--- src/rtl/dmem_arbiter.sv ---
// Two-port data-memory arbiter: IDLE -> GRANTn -> RESP, one access per three cycles.
// Define DMEM_ARBITER_FIXED_PRIO_EN to make port 0 always win ties (no round-robin pointer).
module dmem_arbiter #(
  parameter int DATA_WIDTH = 8,
  parameter int ADDR_BITS  = 5
) (
  input  logic                  clk,
  input  logic                  rst,
  input  logic                  req0,
  input  logic                  w_r0,
  input  logic [ADDR_BITS-1:0]  addr0,
  input  logic [DATA_WIDTH-1:0] wdata0,
  output logic                  gnt0,
  output logic                  vld0,
  input  logic                  req1,
  input  logic                  w_r1,
  input  logic [ADDR_BITS-1:0]  addr1,
  input  logic [DATA_WIDTH-1:0] wdata1,
  output logic                  gnt1,
  output logic                  vld1,
  output logic [DATA_WIDTH-1:0] rdata,
  output logic                  mem_en,
  output logic                  mem_w_r,
  output logic [ADDR_BITS-1:0]  mem_addr,
  output logic [DATA_WIDTH-1:0] mem_wdata,
  input  logic [DATA_WIDTH-1:0] mem_rdata
);

  typedef enum logic [1:0] {
    IDLE   = 2'b00,
    GRANT0 = 2'b01,
    GRANT1 = 2'b10,
    RESP   = 2'b11
  } state_t;

  state_t                r_state;
  state_t                w_next;
  logic                  w_tie_port1;
  logic                  r_gnt0;
  logic                  r_gnt1;
  logic                  r_vld0;
  logic                  r_vld1;
  logic                  r_mem_en;
  logic                  r_mem_w_r;
  logic [ADDR_BITS-1:0]  r_mem_addr;
  logic [DATA_WIDTH-1:0] r_mem_wdata;
  logic [DATA_WIDTH-1:0] r_rdata;
  logic                  r_port;
  logic                  r_write;

`ifdef DMEM_ARBITER_FIXED_PRIO_EN
  assign w_tie_port1 = 1'b0;
`else
  // r_last_port1 high means port 1 was granted last, so port 0 wins the next tie.
  logic r_last_port1;

  always_ff @(posedge clk or negedge rst) begin
    if (!rst) begin
      r_last_port1 <= 1'b1;
    end else if (w_next == GRANT0) begin
      r_last_port1 <= 1'b0;
    end else if (w_next == GRANT1) begin
      r_last_port1 <= 1'b1;
    end
  end

  assign w_tie_port1 = ~r_last_port1;
`endif

  always_comb begin
    // NOTE: default every always_comb output first so no path leaves it unassigned (no latch).
    w_next = r_state;
    case (r_state)
      IDLE: begin
        if (req0 && req1) begin
          w_next = w_tie_port1 ? GRANT1 : GRANT0;
        end else if (req0) begin
          w_next = GRANT0;
        end else if (req1) begin
          w_next = GRANT1;
        end
      end
      GRANT0, GRANT1: w_next = RESP;
      RESP:           w_next = IDLE;
      default:        w_next = IDLE;
    endcase
  end

  // Outputs are computed from the next state so they line up with the state they describe.
  always_ff @(posedge clk or negedge rst) begin
    // NOTE: sequential state uses non-blocking assignments so every register sees pre-edge values.
    if (!rst) begin
      r_state     <= IDLE;
      r_gnt0      <= 1'b0;
      r_gnt1      <= 1'b0;
      r_vld0      <= 1'b0;
      r_vld1      <= 1'b0;
      r_mem_en    <= 1'b0;
      r_mem_w_r   <= 1'b0;
      r_mem_addr  <= '0;
      r_mem_wdata <= '0;
      r_rdata     <= '0;
      r_port      <= 1'b0;
      r_write     <= 1'b0;
    end else begin
      r_state  <= w_next;
      r_gnt0   <= (w_next == GRANT0);
      r_gnt1   <= (w_next == GRANT1);
      r_mem_en <= (w_next == GRANT0) || (w_next == GRANT1);
      r_vld0   <= (w_next == RESP) && !r_port;
      r_vld1   <= (w_next == RESP) && r_port;
      r_mem_w_r <= 1'b0;
      if (w_next == GRANT0) begin
        r_mem_w_r   <= w_r0;
        r_mem_addr  <= addr0;
        r_mem_wdata <= wdata0;
        r_port      <= 1'b0;
        r_write     <= w_r0;
      end else if (w_next == GRANT1) begin
        r_mem_w_r   <= w_r1;
        r_mem_addr  <= addr1;
        r_mem_wdata <= wdata1;
        r_port      <= 1'b1;
        r_write     <= w_r1;
      end
      if (r_state == RESP && !r_write) begin
        r_rdata <= mem_rdata;
      end
    end
  end

  // The memory's registered read port only becomes valid in RESP, so a read forwards it
  // directly; r_rdata keeps that value for later cycles and across write accesses.
  assign rdata     = (r_state == RESP && !r_write) ? mem_rdata : r_rdata;
  assign gnt0      = r_gnt0;
  assign gnt1      = r_gnt1;
  assign vld0      = r_vld0;
  assign vld1      = r_vld1;
  assign mem_en    = r_mem_en;
  assign mem_w_r   = r_mem_w_r;
  assign mem_addr  = r_mem_addr;
  assign mem_wdata = r_mem_wdata;

endmodule

--- config.mk ---
export PLATFORM = sky130hd
export DESIGN_NAME = dmem_arbiter
export DESIGN_NICKNAME = d
export VERILOG_FILES = /design/src/rtl/dmem_arbiter.sv
export SDC_FILE = /design/constraint.sdc
export NUM_CORES = 1
export LEC_CHECK = 0
export CAP_MARGIN = 5
export CORE_MARGIN = 8
export CORE_UTILIZATION = 42
export CTS_BUF_LIST = sky130_fd_sc_hd__clkbuf_8 sky130_fd_sc_hd__clkbuf_16
export DETAILED_ROUTE_END_ITERATION = 10
export GPL_TIMING_DRIVEN = 0
export PLACE_DENSITY = 0.91
export SYNTH_ARGS = -nofsm -noshare
export SYNTH_HDL_FRONTEND = slang
export SYNTH_SLANG_ARGS = --single-unit
export TNS_END_PERCENT = 50
--- constraint.sdc ---
create_clock -name clk -period 2 [get_ports clk]
set_input_delay 0.4 -clock clk [delete_from_list [all_inputs] [get_ports clk]]
set_output_delay 0.4 -clock clk [all_outputs]
set_load 0.1 [all_outputs]
; ---- Word level (Yosys, flattened, before mapping)
; Index checks and enable logic that the tools add are counted.
[word_totals]
regBits = 32
input_bits = 40
output_inout_bits = 27
wordCells = 45
[op_classes]
eq_ne = 6
mux = 16
reduce_logical = 10
[op_table]
columns = operator, n
row1 = two-way mux 8 bit, 3
row2 = two-way mux 5 bit, 2
row3 = "equality test 2 bit, second input constant", 4
row4 = two-way mux 2 bit, 4
row5 = two-way mux 1 bit, 6
row6 = one-hot mux 2 bit (3 select lines), 1
row7 = "equality test 2 x 1 -> 1 bit, second input constant", 2
row8 = logical AND 1 bit, 4
row9 = logical NOT 1 bit, 2
row10 = logical NOT 2 bit, 1
row11 = nonzero test 2 bit, 1
row12 = OR reduction 2 bit, 1
row13 = logical OR 1 bit, 1

; ---- Longest topological paths before layout
[logic_depth]
word_depth = 7
mapped_depth = 6
mapped_depth_nobuf = 5

; ---- Least setup slack after synthesis
; No wires, ideal clock.
[synth_path]
kind = register to output
start = register r_state[0]
end = output port rdata[0]
t_arrival_ns = 1.421
required_ns = 1.600
setup_slack_ns = 0.179
stages_incl_launch_ff = 4
path_buffers = 0
path_cell_list = dfrtp_1 -> ha_1 -> nand2_1 -> mux2_2
[synth_between]
elab_chain_cells = 3
[synth_rtl]
columns = element, line
row1 = start: declaration, 36  ; state_t r_state;
row2 = start signal: assignment, 106  ; r_state <= w_next;
row3 = equality test 2 bit, 134  ; assign rdata = (r_state == RESP && !r_write) ? mem_rdata : r_rdata;
row4 = logical AND 1 bit, 134
row5 = two-way mux 8 bit, n/a
row6 = end: declaration, 21  ; output logic [DATA_WIDTH-1:0] rdata,
; Every way passes these cells.

; ---- Final worst setup path
[layout_path]
start = register r_state[0]
end = output port rdata[7]
; Same word-level chain as after synthesis.

==> flow_metrics.py <==
metrics = {
    "hold_path": {
        "holdCritPathClass": "in2async",
    },
    "layout": {
        "stdcell_area_um2": 2520,
        "layout-area-overhead-vs-synth_pct": 60.8,
        "antennaDiodeCount": 0,
        "multi_input_area_um2": 636,
        "number_of_nets_in_the_layout": 253,
        "layout.filler_cells": 288,
        "seqCellArea_um2": 803,
        "layout-drive-gt1-share": 0.255,
    },
    "sta": {
        "rsz0062_at_grt": "true",
        "final-hold-violation-count": 0,
        "timing.max_slew.rel_slack": 0.341,
        "worst_slew_pin_slew_ns": 0.993,
        "period_share": 0.987,
        "clock-skew-final_ns": 0.00287,
        "post_layout_min_period_ns": 1.97,
        "timing.final.setup_violations": 0,
        "setup_tns_ns": 0,
        "final_max_slew_viol_count": 0,
        "max_freq_mhz": 506,
        "final.setup.worst_slack_ns": 0.0255,
    },
    "worst_setup_path": {
        "cp-startpoint": "r_state[0]",
        "worstSetupEndpointType": "output port",
        "path_delay_family": "flip-flops",
        "path_common_cell": "buf_12",
        "critical_path_buffer_and_inverter_count": 2,
        "critPathArrivalTime_ns": 1.57,
        "r2r_setup_slack_ns": 0.14,
        "worstReg2RegStart": "r_state[0]",
        "endpoint": "rdata[7]",
        "required_ns": 1.60,
        "worst-path-stages": 5,
        "rr_endpoint": "mem_wdata[6]",
        "maximum_cell_stage_delay_along_the_critical_path_ns": 0.43,
        "ff2ff_path_depth": 7,
        "timing.critical_path.slowest_stage_cell": "dfrtp_2",
        "critical_path.cell_chain": "ha_4 > nand2_4 > buf_12 > mux2_4 > buf_12",
        "cp_max_fo": 5,
        "worstSetupStartpointType": "flip-flop",
        "timing.setup.critical_path_class": "reg2out",
    },
    "clocking": {
        "numClockSinks": 32,
        "clockRootBuffer": "clkbuf_8",
        "clock_tree.buffer_depth": 2,
        "tritoncts": "done",
        "cts_htree_levels": 2,
        "holdBufCountCts": 0,
        "clk_pin_slew_ns": 0.07,
        "cts_buffers": 5,
        "clock_network_latency_to_the_later_pin_of_the_worst_skew_pair_ns": 0.28,
    },
    "grt": {
        "grt_overflow": 0,
        "first_global_vias": 1384,
        "grtUsageTotal": 0.148,
        "largest_net_degree_at_the_start_of_global_routing": 33,
        "number_of_antenna_violations_at_the_first_check_in_global_routing": 0,
        "wire_length_of_the_first_global_routing_pass_um": 7080,
    },
    "floorplanning": {
        "dieHeight_um": 77.1,
        "row_count": 22,
        "die_area_um2": 5940,
        "coreArea_um2": 3630,
        "chipWidth_um": 77.1,
        "floorplan.initialDensity": 0.431,
        "floorplan.io_pins": 67,
    },
    "synthesis": {
        "ys_types": 28,
        "synthesis.area_um2": 1570,
        "ys_seq_elements": 32,
        "synth_cells": 132,
        "syn-mean-instance-area_um2": 11.9,
        "yosys_warnings": 0,
        "syn-num-nets": 174,
        "yosysSeqAreaShare": 0.512,
    },
    "place": {
        "place_hpwl_um": 2910,
        "numPortBuffers": 66,
        "globalplace.congestion": 0.801,
        "place_area_um2": 2280,
        "post-place-ws_ns": -0.734,
    },
    "run": {
        "max-cap-violations": 0,
    },
    "routing": {
        "drt-wirelength-per-cell_um": 16.2,
        "via_per_inst": 5.08,
        "route.antenna.remaining_nets": 0,
        "iteration_count_of_the_initial_detailed_routing_pass": 4,
        "first_iter_violations": 44,
        "vias": 1321,
        "detail_route.drc_violations": 0,
        "routed_wirelength_um": 4220,
    },
    "outcome": {
        "outcome": "completed",
    },
}
cell families (layout without fill, tap and decap cells):
family | count (synthesis) | in the layout | synth area share
AOI/OAI and AO/OA | 41 | 41 | 0.263
xor gates and xnor gates | 1 | 1 | 0.00559
adders and majority gates | 2 | 2 | 0.0160
buffers and inverters | 38 | 118 | 0.113
DFF | 32 | 32 | 0.512
muxes | 8 | 8 | 0.0575
and+or+nand+nor | 10 | 10 | 0.0343
cell type report:
cell class / count / area share
well taps: 48 / 0.0238
repair buffers: 72 / 0.298
inverters: 32 / 0.0476
clock buffers: 6 / 0.0328
flip-flops and latches: 32 / 0.319
clock inverters: 2 / 0.00397
plain buffers: 6 / 0.0228
multi-input cells: 62 / 0.252
cells in the mapped netlist:
cell,number,area (µm²)
a21boi_2,1,11.3
a21o_1,3,22.5
a21oi_4,1,16.3
a221oi_1,2,17.5
a22oi_1,1,7.51
a32oi_4,1,27.5
and2_1,1,6.26
buf_1,1,3.75
buf_12,1,20.0
buf_2,2,10.0
buf_4,1,7.51
buf_8,1,15.0
dfrtp_1,31,776
dfstp_2,1,26.3
ha_1,2,25.0
inv_1,32,120
mux2_2,8,90.1
nand2_1,4,15.0
nand2b_1,1,6.26
nor2_1,2,7.51
nor2b_1,1,6.26
nor3b_2,1,12.5
o211ai_1,15,113
o21a_1,1,7.51
o21ai_0,2,10.0
o221ai_1,5,43.8
o221ai_2,9,135
xnor2_1,1,8.76
worst register-to-register path: stages (launching register included):
cell      delay, ns
dfrtp_2        0.39
buf_4          0.15
inv_1          0.06
ha_1           0.26
and2_1         0.21
a32oi_4        0.35
buf_8          0.21
o221ai_2       0.11
registers in the layout (all words and copies together) (netlist names), 2 cells and up:
signal and flops:
r_rdata 8, mem_addr 5, mem_wdata 8, r_state 2
cells in the final DEF, fill, tap and decap left out, types with 2 or more instances in the layout:
| master | synthesis | routed |
|---|---|---|
| clkdlybuf4s50_1 | 0 | 38 |
| inv_1 | 32 | 32 |
| dfrtp_1 | 31 | 30 |
| dlygate4sd2_1 | 0 | 19 |
| o211ai_1 | 15 | 15 |
| o221ai_2 | 9 | 9 |
| buf_12 | 1 | 8 |
| mux2_4 | 0 | 7 |
| buf_4 | 1 | 7 |
| clkbuf_8 | 0 | 6 |
| o221ai_1 | 5 | 5 |
| a21o_1 | 3 | 3 |
| nand2_1 | 4 | 3 |
| buf_2 | 2 | 3 |
| nor2_1 | 2 | 2 |
| o21ai_0 | 2 | 2 |
| buf_8 | 1 | 2 |
| a221oi_1 | 2 | 2 |
| clkinv_2 | 0 | 2 |
worst min path at each step:
stage	cells past startpoint	slack [ns]	startpoint	to
floorplan	0	0.10	rst	gnt0
global placement	1	0.46	r_port	vld0
detailed placement	1	0.47	r_port	vld0
CTS	1	0.18	rst	mem_wdata[4]
global route	1	0.21	rst	r_rdata[7]
finish	1	0.16	rst	r_rdata[7]
per-layer routing:
layer | part of all wire | vias up | global-route usage
li1 | - | 628 | -
met1 | 0.43 | 645 | 0.170
met2 | 0.50 | 42 | 0.251
met3 | 0.058 | 6 | 0.0524
met4 | 0.011 | 0 | 0.0472
met5 | 0 | - | 0
timing repair:
action | 4_1_cts | 5_1_grt
setup buffers | 4 | 2
endpoints found under the setup margin | 27 | 17
gates resized for setup | 95 | 5
pin swaps | 1 | 1
through the flow:
stage	util	hold slack [ns]	std cells
after floorplan	-	0.104	132
after global placement	0.630	0.462	246
after detailed placement	0.628	0.471	246
after CTS	0.684	0.177	258
after global routing	0.694	0.213	260
final	0.694	0.159	260
Power is left out: the tool's default activity adds up to more than one toggle a clock period on the data nets, which glitch-free logic cannot reach.
